## src/rtl/pc_sequencer_pkg.sv

```systemverilog
// Shared processor-control definitions: BROP branch encodings and sequencer state type.
// The instruction decoder uses the same BROP constants.
package pc_sequencer_pkg;

  localparam logic [2:0] BR_NONE   = 3'b000;
  localparam logic [2:0] BR_Z      = 3'b001;
  localparam logic [2:0] BR_N      = 3'b010;
  localparam logic [2:0] BR_SUB    = 3'b011;
  localparam logic [2:0] BR_ALWAYS = 3'b100;
  localparam logic [2:0] BR_RET    = 3'b101;

  typedef enum logic {
    StRun  = 1'b0,
    StHalt = 1'b1
  } seq_state_e;

endpackage

```

## src/rtl/pc_sequencer_ret_stack.sv

```systemverilog
// Return-address LIFO: register-file storage plus an occupancy counter.
// Push is dropped when full and pop when empty; the caller faults on those cases.
module ret_stack #(
  parameter int unsigned DEPTH  = 8,
  parameter int unsigned ADDR_W = 8
) (
  input  logic                         i_clk,
  input  logic                         i_rst_n,
  input  logic                         i_push,
  input  logic                         i_pop,
  input  logic [ADDR_W-1:0]            i_din,
  output logic [ADDR_W-1:0]            o_top,
  output logic [$clog2(DEPTH+1)-1:0]   o_depth,
  output logic                         o_full,
  output logic                         o_empty
);

  localparam int unsigned CNT_W = $clog2(DEPTH + 1);
  localparam int unsigned IDX_W = (DEPTH > 1) ? $clog2(DEPTH) : 1;

  logic [ADDR_W-1:0] r_mem [DEPTH];
  logic [CNT_W-1:0]  r_depth;
  logic [IDX_W-1:0]  w_wr_idx;
  logic [IDX_W-1:0]  w_rd_idx;
  logic              w_do_push;
  logic              w_do_pop;

  assign o_full    = (r_depth == CNT_W'(DEPTH));
  assign o_empty   = (r_depth == '0);
  assign w_do_push = i_push && !o_full;
  assign w_do_pop  = i_pop && !o_empty;
  assign w_wr_idx  = r_depth[IDX_W-1:0];
  assign w_rd_idx  = IDX_W'(r_depth - CNT_W'(1));
  assign o_top     = r_mem[w_rd_idx];
  assign o_depth   = r_depth;

  // Contents need no reset; only the occupancy count defines validity.
  always_ff @(posedge i_clk) begin
    if (w_do_push) begin
      r_mem[w_wr_idx] <= i_din;
    end
  end

  always_ff @(posedge i_clk) begin
    if (!i_rst_n) begin
      r_depth <= '0;
    end else if (w_do_push) begin
      r_depth <= r_depth + CNT_W'(1);
    end else if (w_do_pop) begin
      r_depth <= r_depth - CNT_W'(1);
    end
  end

endmodule

```

## src/rtl/pc_sequencer.sv

```systemverilog
// Program counter and branch sequencer with return-address stack and sticky fault-halt.
// State advances only on en ticks; HALT is left only through reset.
module pc_sequencer
  import pc_sequencer_pkg::*;
#(
  parameter int unsigned          ADDR_W    = 8,
  parameter int unsigned          DEPTH     = 8,
  parameter logic [ADDR_W-1:0]    RESET_VEC = '0
) (
  input  logic                         clk,
  input  logic                         rst_n,
  input  logic                         en,
  input  logic [2:0]                   BROP,
  input  logic                         zero_flag,
  input  logic                         neg_flag,
  input  logic [ADDR_W-1:0]            target,
  output logic [ADDR_W-1:0]            PC,
  output logic [$clog2(DEPTH+1)-1:0]   stack_depth,
  output logic                         halted,
  output logic                         stack_ovf,
  output logic                         stack_unf
);

  seq_state_e        r_state;
  seq_state_e        w_state_d;
  logic [ADDR_W-1:0] r_pc;
  logic [ADDR_W-1:0] w_pc_d;
  logic [ADDR_W-1:0] w_inc;
  logic [ADDR_W-1:0] w_top;
  logic              r_ovf;
  logic              w_ovf_d;
  logic              r_unf;
  logic              w_unf_d;
  logic              w_push;
  logic              w_pop;
  logic              w_full;
  logic              w_empty;

  assign w_inc = r_pc + ADDR_W'(1);

  ret_stack #(
    .DEPTH  (DEPTH),
    .ADDR_W (ADDR_W)
  ) u_ret_stack (
    .i_clk   (clk),
    .i_rst_n (rst_n),
    .i_push  (w_push),
    .i_pop   (w_pop),
    .i_din   (w_inc),
    .o_top   (w_top),
    .o_depth (stack_depth),
    .o_full  (w_full),
    .o_empty (w_empty)
  );

  always_comb begin
    w_pc_d    = r_pc;
    w_state_d = r_state;
    w_ovf_d   = r_ovf;
    w_unf_d   = r_unf;
    w_push    = 1'b0;
    w_pop     = 1'b0;
    if (en && (r_state == StRun)) begin
      case (BROP)
        BR_Z:      w_pc_d = zero_flag ? target : w_inc;
        BR_N:      w_pc_d = neg_flag ? target : w_inc;
        BR_ALWAYS: w_pc_d = target;
        BR_SUB: begin
          if (!w_full) begin
            w_push = 1'b1;
            w_pc_d = target;
          end else begin
            w_ovf_d   = 1'b1;
            w_state_d = StHalt;
          end
        end
        BR_RET: begin
          if (!w_empty) begin
            w_pop  = 1'b1;
            w_pc_d = w_top;
          end else begin
            w_unf_d   = 1'b1;
            w_state_d = StHalt;
          end
        end
        // BR_NONE and the reserved codes fall through to a plain increment.
        default:   w_pc_d = w_inc;
      endcase
    end
  end

  always_ff @(posedge clk) begin
    if (!rst_n) begin
      r_state <= StRun;
      r_pc    <= RESET_VEC;
      r_ovf   <= 1'b0;
      r_unf   <= 1'b0;
    end else begin
      r_state <= w_state_d;
      r_pc    <= w_pc_d;
      r_ovf   <= w_ovf_d;
      r_unf   <= w_unf_d;
    end
  end

  assign PC        = r_pc;
  assign halted    = (r_state == StHalt);
  assign stack_ovf = r_ovf;
  assign stack_unf = r_unf;

endmodule

```

## config.mk

```make
export PLATFORM = sky130hd
export DESIGN_NAME = pc_sequencer
export DESIGN_NICKNAME = d
export VERILOG_FILES = /design/src/rtl/pc_sequencer_pkg.sv /design/src/rtl/pc_sequencer_ret_stack.sv /design/src/rtl/pc_sequencer.sv
export SDC_FILE = /design/constraint.sdc
export NUM_CORES = 1
export LEC_CHECK = 0
export CAP_MARGIN = 10
export CORE_MARGIN = 1
export CORE_UTILIZATION = 55
export CTS_BUF_LIST = sky130_fd_sc_hd__clkbuf_4 sky130_fd_sc_hd__clkbuf_8
export DETAILED_ROUTE_END_ITERATION = 10
export GPL_TIMING_DRIVEN = 0
export PLACE_DENSITY_LB_ADDON = 0.2
export SLEW_MARGIN = 10
export SYNTH_ARGS = -nofsm -noshare
export SYNTH_HDL_FRONTEND = slang
export SYNTH_SLANG_ARGS = --single-unit
```

## constraint.sdc

```tcl
create_clock -name clk -period 6.2 [get_ports clk]
set_input_delay 0.93 -clock clk [delete_from_list [all_inputs] [get_ports clk]]
set_output_delay 0.93 -clock clk [all_outputs]
set_load 0.02 [all_outputs]
```

=== Word-level counts from Yosys, hierarchy flattened ===
Memories as Yosys holds them, arrays and structs flattened.
Index checks and enable logic that the tools add are counted.

* Divide/modulo/power cells: 0
* Muxes and demuxes: 18
* Order comparisons: 0
* Multipliers: 0
* Add/sub/neg operators: 3
* Shift-type cells: 0
* Bitwise logic cells: 1
* Eq/ne operators: 10
* Reductions and logical operators: 12

{| class="wikitable"
|+ Operators by type and width
! operator !! number
|-
| $pmux W8 S5 || 1
|-
| $mux W8 || 4
|-
| $mux W1 || 10
|-
| $reduce_and A3 Y1 || 3
|-
| $add A8 B1 Y8 const B || 1
|-
| $mux W4 || 2
|-
| $eq A3 B2 Y1 const B || 2
|-
| $eq A3 B3 Y1 const B || 2
|-
| $add A4 B1 Y4 const B || 1
|-
| $eq A4 B4 Y1 const B || 1
|-
| $logic_not A4 Y1 || 1
|-
| $ne A2 B1 Y1 const B || 2
|-
| $ne A2 B2 Y1 const B || 2
|-
| $reduce_and A4 Y1 || 1
|-
| $reduce_bool A2 Y1 || 2
|-
| $sub A4 B1 Y4 const B || 1
|-
| $eq A3 B1 Y1 const B || 1
|-
| $logic_and A1 B1 Y1 || 3
|-
| $logic_not A1 Y1 || 2
|-
| $pmux W1 S2 || 1
|-
| $not A1 Y1 || 1
|}

* Memories kept: 1
* Latch bits: 0
* Input port bits: 16
* Bits in read-only memories: 0
* Bits in registers: 15
* Bits in writable memories: 64
* Logic and storage cells: 50
* Output and inout port bits: 15

{| class="wikitable"
|+ Memories
! name !! depth !! width !! read ports !! clocked after Yosys merged registers in !! wr ports !! RTL line !! text
|-
| u_ret_stack.r_mem || 8 || 8 || 1 || 0 || 1 || pc_sequencer_ret_stack.sv:21 || <nowiki>logic [ADDR_W-1:0] r_mem [DEPTH];</nowiki>
|}

=== Logic depth before layout (Yosys ltp) ===
* Depth in word-level cells: 7
* Depth in mapped cells: 9
* Gate-level depth less buffers: 7

=== By module ===
From an unflattened synthesis, not the netlist that was laid out.

* Cells, all modules: 248
* Area, all modules: 3624.7 µm²

{| class="wikitable"
|+ Modules (own cells, without submodules)
! module !! instances !! area an instance (µm²) !! sequential area each (µm²) !! cells each
|-
| ret_stack || 1 || 2834.0 || 2001.9 || 148
|-
| pc_sequencer || 1 || 790.8 || 220.2 || 100
|}

=== Worst setup path after synthesis ===
OpenSTA, ideal clock, no wires.

* Kind: flip-flop to flip-flop
* From: register u_ret_stack.r_depth[0], in the netlist u_ret_stack.o_depth[0]
* To: register r_pc[6], in the netlist PC[6]
* Stages on the path, launching flop included: 9
* Setup slack: 3.446 ns
* Period minus slack after synthesis: 2.754 ns
* Setup time: 0.118 ns
* Arrival time: 2.636 ns
* Required time: 6.082 ns
* Cells stage by stage: dfxtp_1 -> buf_2 -> inv_1 -> ha_1 -> xor2_2 -> mux4_2 -> a222oi_1 -> nand2_1 -> o2111a_1

* Word-level cells in the longest chain between the ends: 4
* Elaborated cells on any way between the ends: 9
* Those cells by class: add/sub: 1; eq/ne: 3; mux: 2; reduce/logical: 2; memory: 1

{| class="wikitable"
|+ Ends and longest elaborated chain
! item !! RTL line !! text
|-
| from (decl) || pc_sequencer_ret_stack.sv:22 || <nowiki>logic [CNT_W-1:0] r_depth;</nowiki>
|-
| from (signal assigned) || pc_sequencer_ret_stack.sv:48 || <nowiki>r_depth <= r_depth + CNT_W'(1);</nowiki>
|-
| from (signal assigned) || pc_sequencer_ret_stack.sv:50 || <nowiki>r_depth <= r_depth - CNT_W'(1);</nowiki>
|-
| $sub A4 B1 Y4 || pc_sequencer_ret_stack.sv:33 || <nowiki>assign w_rd_idx = IDX_W'(r_depth - CNT_W'(1));</nowiki>
|-
| $mem_v2 Z8 W8 || n/a ||
|-
| $mux W8 || pc_sequencer.sv:78 || <nowiki>if (!w_empty) begin</nowiki>
|-
| $pmux W8 S5 || pc_sequencer.sv:64 || <nowiki>case (BROP)</nowiki>
|-
| to (signal assigned) || pc_sequencer.sv:100 || <nowiki>r_pc <= w_pc_d;</nowiki>
|-
| to (decl) || pc_sequencer.sv:26 || <nowiki>logic [ADDR_W-1:0] r_pc;</nowiki>
|}

Parallel ways exist; a longest one is shown, timed or not. The select of a mux whose other input is x is not followed.
A chain may end at the register's enable or synchronous reset.

=== Final worst setup path ===
* From: register u_ret_stack.r_depth[0], in the netlist u_ret_stack.o_depth[0]
* To: register r_pc[2], in the netlist PC[2]

The elaborated chain is that of the path after synthesis.

==> results.ini <==
[critical_path]
arrival_ns = 3.41
critPathBufInv = 4
cp-start-kind = register
cp_slowest_stage_delay_ns = 0.53
critPathMaxFanout = 10
rr_worst_depth = 9
cp_slowest_cell = dfxtp_1
critical_path_class = reg -> reg
crit_family = buffers and inverters
crit_required_ns = 6.45
path_depth = 9
cp_cell_sequence = buf_2 > inv_1 > ha_1 > clkbuf_2 > buf_1 > mux4_1 > a22oi_1 > nand3_1 > o2111a_1
endpoint_kind = register
regToRegSetupSlack_ns = 3.05

[run]
maxCapViolations = 0

[global_route]
gr-total-overflow = 0
antenna_found_initial = 0
track_usage_pct = 24.1
grt_pass1_vias = 2281
grt_max_degree = 16
grt_pass1_wl_mm = 12.2

[sta]
min_period_ns = 3.15
worst_slew_pin_slew_ns = 0.935
grt_setup_unrepaired = no
fin_crit_sh_pct = 50.9
finalSetupTns_ns = 0
setup_viol = 0
relSlewSlack_pct = 37.4
slew_viol_final = 0
timing.fmax_ghz = 0.317
finClkSkew_ns = 0.0109
hold_viol = 0

[layout]
area_growth_pct = 17.9
drive_gt1_share_pct = 14.9
final_cell_mix = 64 x edfxtp_1, 29 x clkdlybuf4s50_1, 20 x nor2_1
final_cells = 379
final_core_util_pct = 67.0
final_common_cell = edfxtp_1
antenna_cells = 0
fin_area_sq_mm = 0.00425
layout.nets = 316

[drt]
firstDrtPassIters = 4
ant_nets = 0
drt_iter0_drc = 135
route.detailed.drc = 0
vias_per_cell = 6.26
routed_wl_mm = 7.77
via_count = 2371
wire_per_inst_um = 20.5

[power]
power_leakage_nw = 1.47
peakVddDrop_uv = 193
fin_total_pwr_mw = 1.23
p_per_area_mw_per_mm2 = 290

[clocking]
clockRootBuffer = clkbuf_8
htree_levels = 3
cts_buffers = 9
cts_sinks = 79
clk_path_buf_depth = 2
cts.clk_slew.worst_paths_ns = 0.09
cts_setup_buffers = 0
clk_latency_ns = 0.35
cts_tree = built
ctsResizeCount = 0
hold_buffers = 0

[placed_design]
io_buffer_count = 29
gp_congestion = 0.840
dp_cells = 363
place_area_sq_mm = 0.00400
dp_hpwl_mm = 5.21

[logic_synthesis]
syn_inst = 257
synth_area_per_cell_sq_um = 14.0
synth_seq_area_share_pct = 61.6
synth-main-ff-cell = edfxtp_1
ys_types = 49
syn-cell-area_sq_mm = 0.00361
ys_ff_latch = 79
syn-num-nets = 276
async_reset_ff_share_pct = 0
yosysWarnings = 0
synth_edf_count = 64

[floorplanning]
die_h_um = 83.0
die_area_sq_mm = 0.00689
num_rows = 29
pin_count = 31
core-area_sq_mm = 0.00635
dieWidth_um = 83.0
start_util_pct = 56.8

[worst_hold_path]
hold_path_class = reg -> reg
hold_depth = 2

[outcome]
status = finished clean

state kept, by name, indices dropped and copies added, names as in the netlist:
name / flops
u_ret_stack.o_depth: 4
PC: 8
stack_unf: 1
stack_ovf: 1
halted: 1
u_ret_stack.r_mem: 64
tightest hold or removal path: cells and delay by family, from the launching register on:
family | cells | cell delay [ns]
and+or+nand+nor | 2 | 0.11
DFF | 1 | 0.33
routing by layer:
layer / share of wire [%] / track usage [%] / up-vias
li1: - / - / 1088
met1: 42 / 33.1 / 1157
met2: 48 / 37.0 / 111
met3: 7.5 / 6.76 / 15
met4: 1.8 / 8.78 / 0
met5: 0 / 0 / -
where the power goes:
group          internal, mW  leakage, nW  switching (mW)
combinational        0.0705        0.639          0.0885
clock                 0.273        0.122           0.201
sequential            0.588        0.705          0.0117
total                 0.931         1.47           0.301
path summary, 6_finish.rpt:
check,start,endpoint
max,u_ret_stack.o_depth[0],PC[2]
min,stack_ovf,stack_ovf
max reg2reg,u_ret_stack.o_depth[0],PC[2]
min reg2reg,stack_ovf,stack_ovf
cells in the mapped netlist, drive strengths merged (6+ instances only):
library cell | instances | area, sq um
nor2 | 20 | 75.1
nand3 | 7 | 35.0
inv | 8 | 30.0
a211oi | 7 | 65.1
buf | 8 | 45.0
o21ai | 7 | 35.0
xnor2 | 6 | 52.6
edfxtp | 64 | 1920
nand2 | 12 | 45.0
a21oi | 14 | 70.1
mux4 | 15 | 345
xor2 | 6 | 60.1
dfxtp | 15 | 300
final cells by class:
class / instances / area [sq um]
well taps: 77 / 96.3
clock buffers: 9 / 124
multi-input cells: 159 / 1310
repair buffers: 29 / 290
inverters: 8 / 30.0
flip-flops and latches: 79 / 2220
fillers: 468 / 2100
plain buffers: 11 / 57.6
clock inverters: 7 / 126
kinds of logic (layout without fill, tap and decap cells):
logic type      count (synthesis)  in the layout  share of synthesized area (%)
compound gates                 53             53                           10.3
xor+xnor                       12             12                           3.12
fa+ha+maj                       3              3                           1.04
buf+inv                        19             64                           2.43
flops                          79             79                           61.6
mux                            22             22                           11.6
simple gates                   69             69                           9.89
through the flow:
step | setup WS (ns) | hold WS [ns]
after global placement | 2.41 | 0.448
after floorplan | 3.45 | 0.555
after global routing | 2.83 | 0.519
final | 3.05 | 0.472
after CTS | 2.98 | 0.480
after detailed placement | 2.77 | 0.461
No activity file was read; power rests on OpenSTA's default activity.
